### config.mk
export PLATFORM = sky130hd
export DESIGN_NAME = muldiv_sequencer
export DESIGN_NICKNAME = d
export VERILOG_FILES = /design/src/rtl/muldiv_sequencer.sv
export SDC_FILE = /design/constraint.sdc
export NUM_CORES = 1
export LEC_CHECK = 0
export ABC_AREA = 1
export ABC_CLOCK_PERIOD_IN_PS = 5610
export BUFFER_PORTS_ARGS = -buffer_cell sky130_fd_sc_hd__buf_2
export CAP_MARGIN = 0
export CELL_PAD_IN_SITES_DETAIL_PLACEMENT = 1
export CELL_PAD_IN_SITES_GLOBAL_PLACEMENT = 1
export CORE_UTILIZATION = 47
export DETAILED_ROUTE_END_ITERATION = 16
export PLACE_DENSITY_LB_ADDON = 0.1
export REMOVE_ABC_BUFFERS = 1
export SETUP_SLACK_MARGIN = 0.2
export SLEW_MARGIN = 15
export SYNTH_ARGS = -nofsm -noshare
export SYNTH_HDL_FRONTEND = slang
export SYNTH_SLANG_ARGS = --single-unit
### constraint.sdc
create_clock -name clk -period 5.61 [get_ports clk]
set_clock_uncertainty 0.1 [all_clocks]
set_input_delay 1.122 -clock clk [delete_from_list [all_inputs] [get_ports clk]]
set_output_delay 1.122 -clock clk [all_outputs]
set_load 0.02 [all_outputs]
### src/rtl/muldiv_sequencer.sv
// muldiv_sequencer
//   Multi-cycle RV32M MUL/DIV controller for the EX stage. Operands are
//   latched on acceptance. A shared accumulator then runs one bit per cycle,
//   using shift-add for multiply and restoring shift-subtract for divide.
//   Signs and corner cases are resolved in a single fixup cycle.
//
//   Optional feature: define MULDIV_EARLY_OUT_EN to skip the iterative phase
//   for zero-operand multiplies and divide-by-zero.
//
// Ports
//   clk     in   rising-edge clock
//   reset   in   synchronous, active-low
//   start   in   M-extension op present in EX; held until done
//   Funct3  in   op select (MUL,MULH,MULHSU,MULHU,DIV,DIVU,REM,REMU)
//   SrcA    in   rs1: multiplicand / dividend
//   SrcB    in   rs2: multiplier / divisor
//   flush   in   abort any in-flight op; wins over start
//   busy    out  op accepted and not yet completed
//   stall   out  start & ~done, freezes the front of the pipeline
//   done    out  one-cycle pulse, Result valid this cycle
//   Result  out  selected product half / quotient / remainder
module muldiv_sequencer #(
    parameter int unsigned WIDTH = 32
) (
    input  logic             clk,
    input  logic             reset,
    input  logic             start,
    input  logic [2:0]       Funct3,
    input  logic [WIDTH-1:0] SrcA,
    input  logic [WIDTH-1:0] SrcB,
    input  logic             flush,
    output logic             busy,
    output logic             stall,
    output logic             done,
    output logic [WIDTH-1:0] Result
);
    localparam int unsigned      CW      = (WIDTH > 1) ? $clog2(WIDTH) : 1;
    localparam logic [CW-1:0]    LAST    = CW'(WIDTH - 1);
    localparam logic [WIDTH-1:0] MIN_NEG = {1'b1, {(WIDTH-1){1'b0}}};

    typedef enum logic [1:0] {S_IDLE, S_CALC, S_FIX, S_DONE} state_t;

    state_t             state_q, state_d;
    logic [CW-1:0]      count_q, count_d;
    logic [2:0]         f3_q, f3_d;
    logic [WIDTH-1:0]   a_q, a_d, b_q, b_d;
    logic [WIDTH-1:0]   opnd_q, opnd_d;      // |multiplicand| or |divisor|
    logic [2*WIDTH-1:0] acc_q, acc_d;        // {hi|rem, lo|quot}
    logic               neg_q, neg_d;        // final result must be negated
    logic [WIDTH-1:0]   result_q, result_d;

    logic               sgn_a, sgn_b, neg_a, neg_b, early, ovf;
    logic [WIDTH-1:0]   abs_a, abs_b, quot, rem;
    logic [WIDTH:0]     sum, shifted, diff;
    logic [2*WIDTH-1:0] prod;

    always_comb begin
        state_d  = state_q;
        count_d  = count_q;
        f3_d     = f3_q;
        a_d      = a_q;
        b_d      = b_q;
        opnd_d   = opnd_q;
        acc_d    = acc_q;
        neg_d    = neg_q;
        result_d = result_q;

        // Operand signedness from Funct3: DIV/REM signed, DIVU/REMU unsigned;
        // A is signed for MUL/MULH/MULHSU, B only for MUL/MULH.
        sgn_a = Funct3[2] ? ~Funct3[0] : (Funct3[1:0] != 2'b11);
        sgn_b = Funct3[2] ? ~Funct3[0] : ~Funct3[1];
        neg_a = sgn_a & SrcA[WIDTH-1];
        neg_b = sgn_b & SrcB[WIDTH-1];
        abs_a = neg_a ? -SrcA : SrcA;
        abs_b = neg_b ? -SrcB : SrcB;

        early = 1'b0;
`ifdef MULDIV_EARLY_OUT_EN
        early = Funct3[2] ? (SrcB == '0) : ((SrcA == '0) || (SrcB == '0));
`endif

        sum     = {1'b0, acc_q[2*WIDTH-1:WIDTH]} + {1'b0, opnd_q};
        shifted = acc_q[2*WIDTH-1:WIDTH-1];
        diff    = shifted - {1'b0, opnd_q};

        prod = neg_q ? -acc_q : acc_q;
        quot = neg_q ? -acc_q[WIDTH-1:0] : acc_q[WIDTH-1:0];
        rem  = neg_q ? -acc_q[2*WIDTH-1:WIDTH] : acc_q[2*WIDTH-1:WIDTH];
        ovf  = ~f3_q[0] & (a_q == MIN_NEG) & (b_q == '1);

        unique case (state_q)
            S_IDLE: begin
                if (start) begin
                    f3_d    = Funct3;
                    a_d     = SrcA;
                    b_d     = SrcB;
                    // Remainder follows the dividend sign; all others use the sign product.
                    neg_d   = (Funct3[2] & Funct3[1]) ? neg_a : (neg_a ^ neg_b);
                    opnd_d  = Funct3[2] ? abs_b : abs_a;
                    acc_d   = {{WIDTH{1'b0}}, (Funct3[2] ? abs_a : abs_b)};
                    count_d = '0;
                    state_d = S_CALC;
                    if (early) begin
                        // Zero accumulator gives a zero product; divide-by-zero is overridden in FIX.
                        acc_d   = '0;
                        state_d = S_FIX;
                    end
                end
            end
            S_CALC: begin
                if (f3_q[2]) begin
                    // Restoring step: keep the difference only when it did not go negative.
                    if (!diff[WIDTH])
                        acc_d = {diff[WIDTH-1:0], acc_q[WIDTH-2:0], 1'b1};
                    else
                        acc_d = {shifted[WIDTH-1:0], acc_q[WIDTH-2:0], 1'b0};
                end else begin
                    acc_d = acc_q[0] ? {sum, acc_q[WIDTH-1:1]} : {1'b0, acc_q[2*WIDTH-1:1]};
                end
                count_d = count_q + CW'(1);
                if (count_q == LAST)
                    state_d = S_FIX;
            end
            S_FIX: begin
                unique case (f3_q)
                    3'b000:                result_d = prod[WIDTH-1:0];
                    3'b001, 3'b010, 3'b011: result_d = prod[2*WIDTH-1:WIDTH];
                    3'b100, 3'b101: begin
                        if (b_q == '0)  result_d = '1;
                        else if (ovf)   result_d = a_q;
                        else            result_d = quot;
                    end
                    default: begin
                        if (b_q == '0)  result_d = a_q;
                        else if (ovf)   result_d = '0;
                        else            result_d = rem;
                    end
                endcase
                state_d = S_DONE;
            end
            default: state_d = S_IDLE;
        endcase

        if (flush) begin
            state_d  = S_IDLE;
            result_d = result_q;
        end
    end

    always_ff @(posedge clk) begin
        if (!reset) begin
            state_q  <= S_IDLE;
            count_q  <= '0;
            f3_q     <= '0;
            a_q      <= '0;
            b_q      <= '0;
            opnd_q   <= '0;
            acc_q    <= '0;
            neg_q    <= 1'b0;
            result_q <= '0;
        end else begin
            state_q  <= state_d;
            count_q  <= count_d;
            f3_q     <= f3_d;
            a_q      <= a_d;
            b_q      <= b_d;
            opnd_q   <= opnd_d;
            acc_q    <= acc_d;
            neg_q    <= neg_d;
            result_q <= result_d;
        end
    end

    assign busy   = (state_q != S_IDLE);
    assign done   = (state_q == S_DONE);
    assign stall  = start & ~done;
    assign Result = result_q;

endmodule

==> flow_metrics.tcl <==
set metrics [dict create \
    outcome "complete, no violations" \
    antenna_found_initial 5 \
    detailed_place_hpwl_um 77800 \
    rr_endpoint "Result[5]" \
    cp_common_cell "sky130_fd_sc_hd__nand2_1" \
    clock_tree.root_cell "sky130_fd_sc_hd__clkbuf_16" \
    r2r_setup_slack_ps 1840 \
    drt_wl_total_um 100000 \
    vdd_drop_max_uv 244 \
    clk_transition_reported_paths_ps 60 \
    critical-path-max-stage-delay_ps 920 \
    whs_path_depth 2 \
    final_max_slew_viol_count 0 \
    hold_end "Result[13]" \
    first_global_vias 24590 \
    grt_busiest_layer "met2" \
    fmax_mhz 265 \
    actual_transition_at_the_worst_max_transition_pin_ps 1260 \
    layout.cells.most_common_list "904 x sky130_fd_sc_hd__nand2_1, 413 x sky130_fd_sc_hd__inv_1, 382 x sky130_fd_sc_hd__a21oi_1, 298 x sky130_fd_sc_hd__nor2_1, 285 x sky130_fd_sc_hd__nand3_1" \
    grt_first_pass_wirelength_um 148000 \
    die_w_um 206 \
    first_pass_iters 6 \
    crit_chain "inv_1 > nor2_1 > nand2_1 > nand2_1 > nand2_1 > nand3_1 > nand2_1 > a21oi_1" \
    period_needed_ps 3770 \
    powerDensity_mw_per_mm2 262 \
    critical_path.slowest_cell "sky130_fd_sc_hd__nand2_1" \
    design_area_mm2 0.0212 \
    clkLatencyLatePin_ps 600 \
    crit_arrival_ps 4180 \
    drc_errors 0 \
    inserted_clock_buffers 27 \
    report.power.total_mw 5.56 \
    tritoncts "built" \
    post_dp_area_mm2 0.0203 \
    areaGrowthSynthToFinish_pct 8.83 \
    fin_tns_setup_ps 0 \
    core.rowCount 74 \
    synth.distinct_cells 59 \
    grt.overflow.total 0 \
    floorplan.initialDensity_pct 47.7 \
    finalSetupViolations 0 \
    fp.dieArea_mm2 0.0422 \
    nets 3559 \
    synth_area_mm2 0.0195 \
    postCtsHoldBufs 0 \
    clkSinkCount 203 \
    numPortBuffers 105 \
    wl_per_cell_um 25.2 \
    critical_path.max_fanout 56 \
    worstSetupPathType "reg -> reg" \
    yosysSeqAreaShare_pct 20.9 \
    globalplace.congestion 1.05 \
    antenna_viol_nets_final 0 \
    cp_data_required_time_ps 6020 \
    worst_slew_margin_rel_pct 15.6 \
    endpoint_kind "register" \
    dr_total_vias 24888 \
    maxCapViolations 0 \
    min-delay-path-class "reg -> reg" \
    met1_usage_grt_pct 57.3 \
    rsz0062_at_grt "false" \
    number_of_buffers_added_for_setup_after_cts 0 \
    viasPerCell 6.28 \
    finalHoldViolations 0 \
    synth_seq_cells 203 \
    synth_area_per_cell_um2 5.75 \
    synth_edf_count 0 \
    layout.cells.most_common "sky130_fd_sc_hd__nand2_1" \
    drt_iter0_markers 2548 \
    global_route.usage.met2_pct 71.6 \
    cp_num_buf_inv 1 \
    ys_warn_count 0 \
    fp.dieH_um 206 \
    core_mm2 0.0408 \
    clock_tree.htree_level_count 1 \
    ys.flop_type "sky130_fd_sc_hd__dfxtp_1" \
    pin_count_of_the_biggest_net_entering_global_routing 80 \
    bufs_on_longest_clock_path 3 \
    async_reset_ff_share_pct 0 \
    timing.critical_path.from_type "register" \
    critical_path.startpoint "f3_q[2]" \
    cts_resized 0 \
    grtUsageTotal_pct 46.6 \
    holdCritStartpoint "Result[13]" \
    gr-usage-met3_pct 10.9 \
    crit_family "simple AND/OR/NAND/NOR gates" \
    synthesis.instances 3387 \
    worst_r2r_path_depth 8 \
    post-route-period-util_pct 67.2 \
    n_fill_cell 5934 \
    ios 106 \
    leakagePower_nw 10.2 \
    worst_r2r_startpoint "f3_q[2]" \
    final_layout_size_suffix_gt1_share_pct 7.81 \
]
## synth_stat cells (all sizes together), types with 9 or more instances
library cell / number / share of area (%)
a21oi: 386 / 10
a31oi: 19 / 0.61
buf: 39 / 1.2
clkbuf: 97 / 1.9
dfxtp: 203 / 21
ha: 75 / 4.8
inv: 425 / 8.2
nand2: 919 / 18
nand3: 291 / 7.7
nand3b: 11 / 0.42
nand4: 56 / 1.8
nor2: 325 / 6.7
nor3: 34 / 0.90
nor4: 9 / 0.29
o211ai: 31 / 1.4
o21ai: 296 / 7.8
o21bai: 15 / 0.58
or2: 12 / 0.39
xnor2: 17 / 0.76
xor2: 87 / 3.9
## worst reg2reg max path, cell delays in order (launching register included)
cell	delay [ps]
sky130_fd_sc_hd__dfxtp_4	710
sky130_fd_sc_hd__inv_1	480
sky130_fd_sc_hd__nor2_1	410
sky130_fd_sc_hd__nand2_1	100
sky130_fd_sc_hd__nand2_1	920
sky130_fd_sc_hd__nand2_1	370
sky130_fd_sc_hd__nand3_1	280
sky130_fd_sc_hd__nand2_1	150
sky130_fd_sc_hd__a21oi_1	180
## power breakdown
| group | internal, mW | total (mW) | switching (mW) | leakage, nW |
|---|---|---|---|---|
| sequential | 1.55 | 1.72 | 0.170 | 1.67 |
| clock | 1.05 | 1.83 | 0.779 | 0.445 |
| combinational | 0.543 | 2.00 | 1.46 | 8.12 |
## per-layer routing
metal / part of all wire, % / routed length, um / vias to the layer above
met5: 0.023 / 23 / -
met4: 7.8 / 7840 / 4
met3: 11 / 10600 / 408
met1: 39 / 38800 / 11919
met2: 43 / 42800 / 1392
li1: - / - / 11165
## logic make-up (layout without fill, tap and decap cells)
logic type | count (synthesis) | after routing | synth area share (%)
other | 0 | 1 | 0
and+or+nand+nor | 1662 | 1662 | 36.4
buffers and inverters | 563 | 607 | 11.3
DFF | 203 | 203 | 20.9
AOI/OAI and AO/OA | 778 | 778 | 21.7
adders and majority gates | 77 | 77 | 5.03
xor gates and xnor gates | 104 | 104 | 4.68
## worst max-delay path by stage
stage,end,cells past startpoint
5_1_grt,acc_q[31],9
3_3_place_gp,acc_q[10],8
6_report,Result[5],8
4_1_cts,acc_q[31],9
3_5_place_dp,acc_q[10],8
2_1_floorplan,acc_q[0],5
## state kept, by name, summed over array words and instances (netlist names)
register and count:
opnd_q 32, count_q 5, Result 32, b_q 32, acc_q 64, state_q 2, a_q 32, f3_q 3
neg_q 1
## metrics by stage
stage | instances | hold WS, ps | utilization, % | setup slack [ps]
after floorplan | 3251 | 339 | - | 194
after global placement | 3914 | 349 | 49.7 | 1840
after detailed placement | 3914 | 355 | 49.7 | 1810
after CTS | 3963 | 364 | 51.9 | 2030
after global routing | 3963 | 382 | 51.9 | 1750
final | 3964 | 361 | 51.9 | 1840
## final cells by class
class | count | area (um2) | share of cell area (%)
well taps | 532 | 666 | 3.14
repair buffers | 131 | 723 | 3.41
diodes | 1 | 2.50 | 0.0118
inverters | 427 | 1610 | 7.61
clock inverters | 7 | 82.6 | 0.390
flip-flops and latches | 203 | 4070 | 19.2
multi-input cells | 2621 | 13200 | 62.3
clock buffers | 42 | 822 | 3.88
Power figures use the tool's default switching activity.
